## src/rtl/ram_port_arbiter.sv

```systemverilog
// ram_port_arbiter
// ----------------
// Shares one single-port scratch RAM between two requesters:
//   port 0 = core-side load/store path
//   port 1 = accelerator datapath
//
// Each accepted request runs a fixed four-cycle sequence:
//   IDLE (accept) -> ACCESS (RAM samples address/we) -> DATA (read data valid)
//   -> RESP (one-cycle response pulse) -> IDLE
//
// Configuration macro: RAM_ARB_ROUND_ROBIN_EN
//   defined   : round-robin between the ports on conflicts; port 0 wins first
//   undefined : fixed priority, port 0 always wins a conflict
//
// Ports:
//   clk, rst                      clock, synchronous active-high reset
//   reqN_valid/we/addr/wdata      request from port N (held until reqN_ready)
//   reqN_ready                    combinational accept, only in IDLE
//   rspN_valid                    one-cycle completion pulse
//   rspN_rdata                    load data (0 for stores), held until next rsp
//   ram_write_enable/address/
//   ram_data_in                   registered RAM control pins
//   ram_data_out                  RAM read data, one cycle after address
module ram_port_arbiter #(
  parameter int AW = 32,
  parameter int DW = 32
) (
  input  logic          clk,
  input  logic          rst,
  input  logic          req0_valid,
  input  logic          req0_we,
  input  logic [AW-1:0] req0_addr,
  input  logic [DW-1:0] req0_wdata,
  output logic          req0_ready,
  input  logic          req1_valid,
  input  logic          req1_we,
  input  logic [AW-1:0] req1_addr,
  input  logic [DW-1:0] req1_wdata,
  output logic          req1_ready,
  output logic          rsp0_valid,
  output logic [DW-1:0] rsp0_rdata,
  output logic          rsp1_valid,
  output logic [DW-1:0] rsp1_rdata,
  output logic          ram_write_enable,
  output logic [AW-1:0] ram_address,
  output logic [DW-1:0] ram_data_in,
  input  logic [DW-1:0] ram_data_out
);

  typedef enum logic [1:0] {IDLE, ACCESS, DATA, RESP} state_t;

  state_t        state_reg, state_next;
  logic          grant_reg, grant_next;   // port owning the current transaction
  logic          txn_we_reg;              // store flag kept for the DATA capture
  logic          sel;                     // port the arbiter would pick now
  logic          accept;
  logic          sel_we;
  logic [AW-1:0] sel_addr;
  logic [DW-1:0] sel_wdata;
  logic          ram_we_reg;
  logic [AW-1:0] ram_addr_reg;
  logic [DW-1:0] ram_din_reg;

`ifdef RAM_ARB_ROUND_ROBIN_EN
  // Resets to 1 so that port 0 wins the first conflict.
  logic last_grant_reg;

  always_ff @(posedge clk) begin
    if (rst) begin
      last_grant_reg <= 1'b1;
    end else if (accept) begin
      last_grant_reg <= sel;
    end
  end
`endif

  // Arbitration: a lone requester is always picked; on a conflict the
  // round-robin build picks the port not granted last.
  always_comb begin
    sel = 1'b0;
    if (req0_valid && req1_valid) begin
`ifdef RAM_ARB_ROUND_ROBIN_EN
      sel = ~last_grant_reg;
`else
      sel = 1'b0;
`endif
    end else if (req1_valid) begin
      sel = 1'b1;
    end
  end

  assign sel_we    = sel ? req1_we    : req0_we;
  assign sel_addr  = sel ? req1_addr  : req0_addr;
  assign sel_wdata = sel ? req1_wdata : req0_wdata;

  // Next-state and ready logic; ready exists only in IDLE.
  always_comb begin
    state_next = state_reg;
    grant_next = grant_reg;
    accept     = 1'b0;
    req0_ready = 1'b0;
    req1_ready = 1'b0;
    case (state_reg)
      IDLE: begin
        if (req0_valid || req1_valid) begin
          accept     = 1'b1;
          req0_ready = ~sel;
          req1_ready = sel;
          grant_next = sel;
          state_next = ACCESS;
        end
      end
      ACCESS:  state_next = DATA;
      DATA:    state_next = RESP;
      RESP:    state_next = IDLE;
      default: state_next = IDLE;
    endcase
  end

  always_ff @(posedge clk) begin
    if (rst) begin
      state_reg    <= IDLE;
      grant_reg    <= 1'b0;
      txn_we_reg   <= 1'b0;
      ram_we_reg   <= 1'b0;
      ram_addr_reg <= '0;
      ram_din_reg  <= '0;
    end else begin
      state_reg  <= state_next;
      grant_reg  <= grant_next;
      // Write strobe is only ever high in the ACCESS cycle of a store.
      ram_we_reg <= accept & sel_we;
      // Address/data keep their values between transactions.
      if (accept) begin
        txn_we_reg   <= sel_we;
        ram_addr_reg <= sel_addr;
        ram_din_reg  <= sel_wdata;
      end
    end
  end

  assign ram_write_enable = ram_we_reg;
  assign ram_address      = ram_addr_reg;
  assign ram_data_in      = ram_din_reg;

  // Per-port response registers.
  logic [1:0]    rsp_valid_vec;
  logic [DW-1:0] rsp_rdata_arr [2];

  generate
    for (genvar gi = 0; gi < 2; gi++) begin : g_rsp
      logic          valid_reg;
      logic [DW-1:0] rdata_reg;
      logic          capture;

      assign capture = (state_reg == DATA) && (grant_reg == 1'(gi));

      always_ff @(posedge clk) begin
        if (rst) begin
          valid_reg <= 1'b0;
          rdata_reg <= '0;
        end else begin
          valid_reg <= capture;
          if (capture) begin
            rdata_reg <= txn_we_reg ? '0 : ram_data_out;
          end
        end
      end

      assign rsp_valid_vec[gi] = valid_reg;
      assign rsp_rdata_arr[gi] = rdata_reg;
    end
  endgenerate

  assign rsp0_valid = rsp_valid_vec[0];
  assign rsp1_valid = rsp_valid_vec[1];
  assign rsp0_rdata = rsp_rdata_arr[0];
  assign rsp1_rdata = rsp_rdata_arr[1];

endmodule
```

## config.mk

```make
export PLATFORM = sky130hd
export DESIGN_NAME = ram_port_arbiter
export DESIGN_NICKNAME = d
export VERILOG_FILES = /design/src/rtl/ram_port_arbiter.sv
export SDC_FILE = /design/constraint.sdc
export NUM_CORES = 1
export LEC_CHECK = 0
export BUFFER_PORTS_ARGS = -buffer_cell sky130_fd_sc_hd__buf_2
export CAP_MARGIN = 40
export CORE_MARGIN = 1
export CORE_UTILIZATION = 25
export DETAILED_ROUTE_END_ITERATION = 6
export PLACE_DENSITY = 0.6
export SLEW_MARGIN = 15
export SYNTH_ARGS = -nofsm -noshare
export SYNTH_HDL_FRONTEND = slang
export SYNTH_SLANG_ARGS = --single-unit
```

## constraint.sdc

```tcl
create_clock -name clk -period 1.45 [get_ports clk]
set_input_delay 0.29 -clock clk [delete_from_list [all_inputs] [get_ports clk]]
set_output_delay 0.29 -clock clk [all_outputs]
set_load 0.1 [all_outputs]
```

# ---- Word level (Yosys, flattened, before mapping)
# Index checks and enable logic that the tools add are counted.
# W data, S select, Z words.
dict set report word_totals {
  ff_bits 135
  inputBits 166
  word_cells 37
}
dict set report op_classes {
  n_eq_ne 4
  muxes 14
  n_bitwise 3
  n_reduce_logical 6
}
# operator count
set op_table {}
lappend op_table {{$mux W32} 3}
lappend op_table {{$mux W1} 9}
lappend op_table {{$pmux W2 S4} 1}
lappend op_table {{$eq A2 B2 Y1 const B} 2}
lappend op_table {{$logic_and A1 B1 Y1} 3}
lappend op_table {{$eq A2 B1 Y1 const B} 1}
lappend op_table {{$logic_not A2 Y1} 1}
lappend op_table {{$mux W2} 1}
lappend op_table {{$ne A2 B2 Y1 const B} 1}
lappend op_table {{$not A1 Y1} 2}
lappend op_table {{$reduce_and A2 Y1} 1}
lappend op_table {{$and A1 B1 Y1} 1}
lappend op_table {{$logic_or A1 B1 Y1} 1}

# ---- Longest topological paths before layout
dict set report logic_depth {
  depth_word 5
  ltp_mapped 8
  depth_no_buf 5
}

# ---- Worst setup path before layout
# No wires, ideal clock.
dict set report synth_path {
  kind {input-to-output}
  startpoint {input port req0_valid}
  endpoint {output port req1_ready}
  arrival_time_ns 1.685
  setup_slack_ns -0.525
  cell_stages 5
  n_path_buf 3
  cell_sequence {buf_2 and2b_1 buf_4 buf_6 and2_1}
}
dict set report synth_via {
  elab_chain_cells 4
  word_cells_on_any_way 5
  classes_between {mux: 3; reduce/logical: 2}
}
# item line_no
set synth_lines {}
lappend synth_lines {{start, declared} 30} ;# input logic req0_valid,
lappend synth_lines {{$logic_and A1 B1 Y1} 81} ;# if (req0_valid && req1_valid) begin
lappend synth_lines {{$mux W1} 81}
lappend synth_lines {{$mux W1 *} 105} ;# if (req0_valid || req1_valid) begin
lappend synth_lines {{$mux W1 *} 103} ;# case (state_reg)
lappend synth_lines {{end, declared} 39} ;# output logic req1_ready,
# Every way passes the cells marked *; elsewhere a longest branch is shown, timed or not.

# ---- Worst setup path in the final report
dict set report layout_path {
  startpoint {register state_reg[0]}
  endpoint {output port req1_ready}
}
dict set report layout_via {
  elab_chain_cells 2
}
# item line_no
set layout_lines {}
lappend layout_lines {{start, declared} 52} ;# state_t state_reg, state_next;
lappend layout_lines {{start signal, assigned} 129} ;# state_reg <= state_next;
lappend layout_lines {{$logic_not A2 Y1} 103}
lappend layout_lines {{$mux W1} 103}
# No other way between the ends.

==> flow_metrics.env <==
export IMPL_grt_pass1_wl_um=28500
export IMPL_area_growth_pct=69.4
export IMPL_cts_hold_buf=0
export IMPL_h_tree_depth=4
export IMPL_drive_gt1_frac=0.454
export IMPL_syn_nets=875
export IMPL_gp_congestion=0.872
export IMPL_status="finished, violations left"
export IMPL_power_density_mw_per_mm2=2630
export IMPL_post_route_period_util=1.12
export IMPL_reg2reg_from="state_reg[0]"
export IMPL_cp_max_fo=2
export IMPL_placedCellCount=1250
export IMPL_finalHoldViolCount=0
export IMPL_whs_endpoint="ram_data_in[2]"
export IMPL_drc=0
export IMPL_rsz0062_at_grt="true"
export IMPL_finalSetupViolCount=100
export IMPL_hold_path_class="in2reg"
export IMPL_syn_inst=706
export IMPL_crit_slowest_cell="dfxtp_2"
export IMPL_wl_um=20400
export IMPL_slew_headroom=0.768
export IMPL_drv_slew=0
export IMPL_cap_violations=0
export IMPL_clock_latency_ns=0.42
export IMPL_worstHoldPathCells=3
export IMPL_start_util=0.258
export IMPL_ios=299
export IMPL_viasPerCell=4.66
export IMPL_grt_pass1_vias=5561
export IMPL_fin_cells=1304
export IMPL_grt_overflow=0
export IMPL_yosysUniqueCellTypes=23
export IMPL_setup_slack_ns=-0.180
export IMPL_yosysTopAreaCell="dfxtp_1"
export IMPL_fp_dieArea_mm2=0.0226
export IMPL_violations="setup timing"
export IMPL_clk_path_buf_depth=2
export IMPL_antenna_left=0
export IMPL_worstHoldStart="req0_wdata[2]"
export IMPL_fin_skew_ns=0.00909
export IMPL_synth_top_area_share=0.492
export IMPL_drtPass1Iterations=4
export IMPL_cp_buffers_inverters=3
export IMPL_post_route_min_period_ns=1.63
export IMPL_cp_data_required_time_ns=1.16
export IMPL_ys_top_cells_by_area="dfxtp_1 49%, nand2_1 13%, a21oi_1 12%"
export IMPL_cp_arrival_ns=1.34
export IMPL_grt_use_total=0.163
export IMPL_die_height_um=150
export IMPL_irDropWorstVdd_v=0.00163
export IMPL_cts_buffers=17
export IMPL_reg2reg_slack_ns=-0.16
export IMPL_critical_path_class="reg2out"
export IMPL_cp_slowest_stage_delay_ns=0.34
export IMPL_grt_max_degree=43
export IMPL_power_mw=24.5
export IMPL_cts_tree="yes"
export IMPL_synth_seq_cells=135
export IMPL_rr_worst_depth=10
export IMPL_antenna_found_initial=0
export IMPL_io_buffers=298
export IMPL_r2r_end="ram_data_in[7]"
export IMPL_syn_area_mm2=0.00550
export IMPL_syn_area_per_cell_um2=7.79
export IMPL_fp_dieW_um=150
export IMPL_crit_path_start_kind="flip-flop"
export IMPL_path_delay_family="flip-flops"
export IMPL_clkSinkCount=135
export IMPL_setup_worst_path_end_class="output port"
export IMPL_clk_pin_slew_ns=0.06
export IMPL_routed_via_count=6077
export IMPL_yosysSeqAreaShare=0.492
export IMPL_worstPathCellList="inv_2, buf_6, ha_4, and2_4, buf_12"
export IMPL_core_region_area_mm2=0.0213
export IMPL_worst_pin_slew_ns=0.347
export IMPL_fmax_mhz=614
export IMPL_nFillCells=2126
export IMPL_fin_nets=1184
export IMPL_ys_warn_count=0
export IMPL_hpwl_um=13000
export IMPL_wl_per_cell_um=15.7
export IMPL_drt_iter0_drc=228
export IMPL_p_leak_nw=4.08
export IMPL_ctsRootBufferMaster="clkbuf_16"
export IMPL_rows=53
Yosys cell counts:
cell type	n
nand2b_1	2
nor3_1	2
nand2_1	194
nor3b_1	1
buf_1	4
ha_1	3
and2_1	3
o21ai_4	1
nor2b_1	33
clkbuf_1	30
buf_6	5
mux2i_1	2
a21oi_1	128
nor2_1	69
inv_1	2
a311oi_1	1
clkbuf_2	1
dfxtp_1	135
o21a_1	1
and2b_1	1
buf_2	17
buf_4	5
a211oi_1	66
routing by layer:
layer | wire length (um) | part of all wire | track usage | up-vias
met5 | 0 | 0 | 0 | -
met4 | 363 | 0.018 | 0.0581 | 0
met3 | 1240 | 0.061 | 0.0503 | 27
met2 | 10100 | 0.49 | 0.274 | 204
met1 | 8770 | 0.43 | 0.195 | 2862
li1 | - | - | - | 2984
per-stage QoR:
| step | cell area, um2 | utilization | TNS [ns] | setup slack, ns | hold slack (ns) |
|---|---|---|---|---|---|
| finish | 9320 | 0.438 | -7.33 | -0.180 | 0.113 |
| global route | 9310 | 0.437 | -15.44 | -0.225 | 0.0975 |
| CTS | 8580 | 0.403 | -5.77 | -0.196 | 0.0853 |
| detailed placement | 7490 | 0.352 | -0.0393 | -0.0154 | 0.444 |
| global placement | 7490 | 0.352 | 0 | 0.0211 | 0.439 |
| floorplan | 5510 | - | -0.0973 | -0.0973 | 0.430 |
cell type report:
type	count	area, um2	area share
flip-flops and latches	135	2700	0.290
diodes	2	5.00	0.000537
inverters	2	7.51	0.000806
repair buffers	352	2670	0.287
multi-input cells	507	2920	0.313
well taps	275	344	0.0369
clock buffers	21	470	0.0505
clock inverters	10	193	0.0207
worst max-delay path by stage:
stage / cells past startpoint / slack [ns] / endpoint / startpoint
6_report: 5 / -0.18 / req1_ready / state_reg[0]
5_1_grt: 5 / -0.22 / req1_ready / state_reg[0]
4_1_cts: 5 / -0.20 / req1_ready / state_reg[0]
3_5_place_dp: 6 / -0.02 / ram_address[6] / state_reg[0]
3_3_place_gp: 5 / 0.02 / ram_data_in[14] / req0_valid
2_1_floorplan: 5 / -0.1 / req1_ready / req0_valid
power breakdown:
group	internal (mW)	switching, mW	total [mW]
Combinational	4.23	10.2	14.4
Clock	3.20	1.70	4.90
Sequential	4.64	0.546	5.19
cell usage in the layout (no fill, tap or decap), drive strengths merged:
master / n
ha: 3
bufinv: 5
clkbuf: 31
and2b: 1
inv: 3
buf: 342
o21a: 1
a21oi: 128
and2: 3
dfxtp: 135
nand2b: 2
nand2: 194
nor2: 69
nor3: 2
a211oi: 66
diode: 2
nor3b: 1
mux2i: 2
clkinv: 3
nor2b: 33
o21ai: 1
a311oi: 1
clkinvlp: 1
timing repair:
action,CTS,global route
resized for setup,138,108
gates cloned,2,11
buffers inserted,1,8
endpoints found under the setup margin,136,134
pin swaps,2,40
worst reg2reg max path, stage by stage (launching register included):
cell and delay [ns]:
dfxtp_2 0.34, inv_2 0.04, buf_4 0.12, buf_6 0.11
ha_4 0.17, o21ai_4 0.14, buf_4 0.18, buf_6 0.09
buf_6 0.10, a21oi_1 0.04, a211oi_1 0.21
kinds of logic (layout without fill, tap and decap cells):
kind of cell               count (synthesis)  in the layout  share of synthesized area
DFF                                      135            135                      0.492
other                                      0              2                          0
muxes                                      2              2                    0.00364
adders and majority gates                  3              3                    0.00683
AOI/OAI and AO/OA                        197            197                      0.213
and+or+nand+nor                          305            305                      0.227
buffers and inverters                     64            385                     0.0580
No activity file was read; power rests on OpenSTA's default activity.
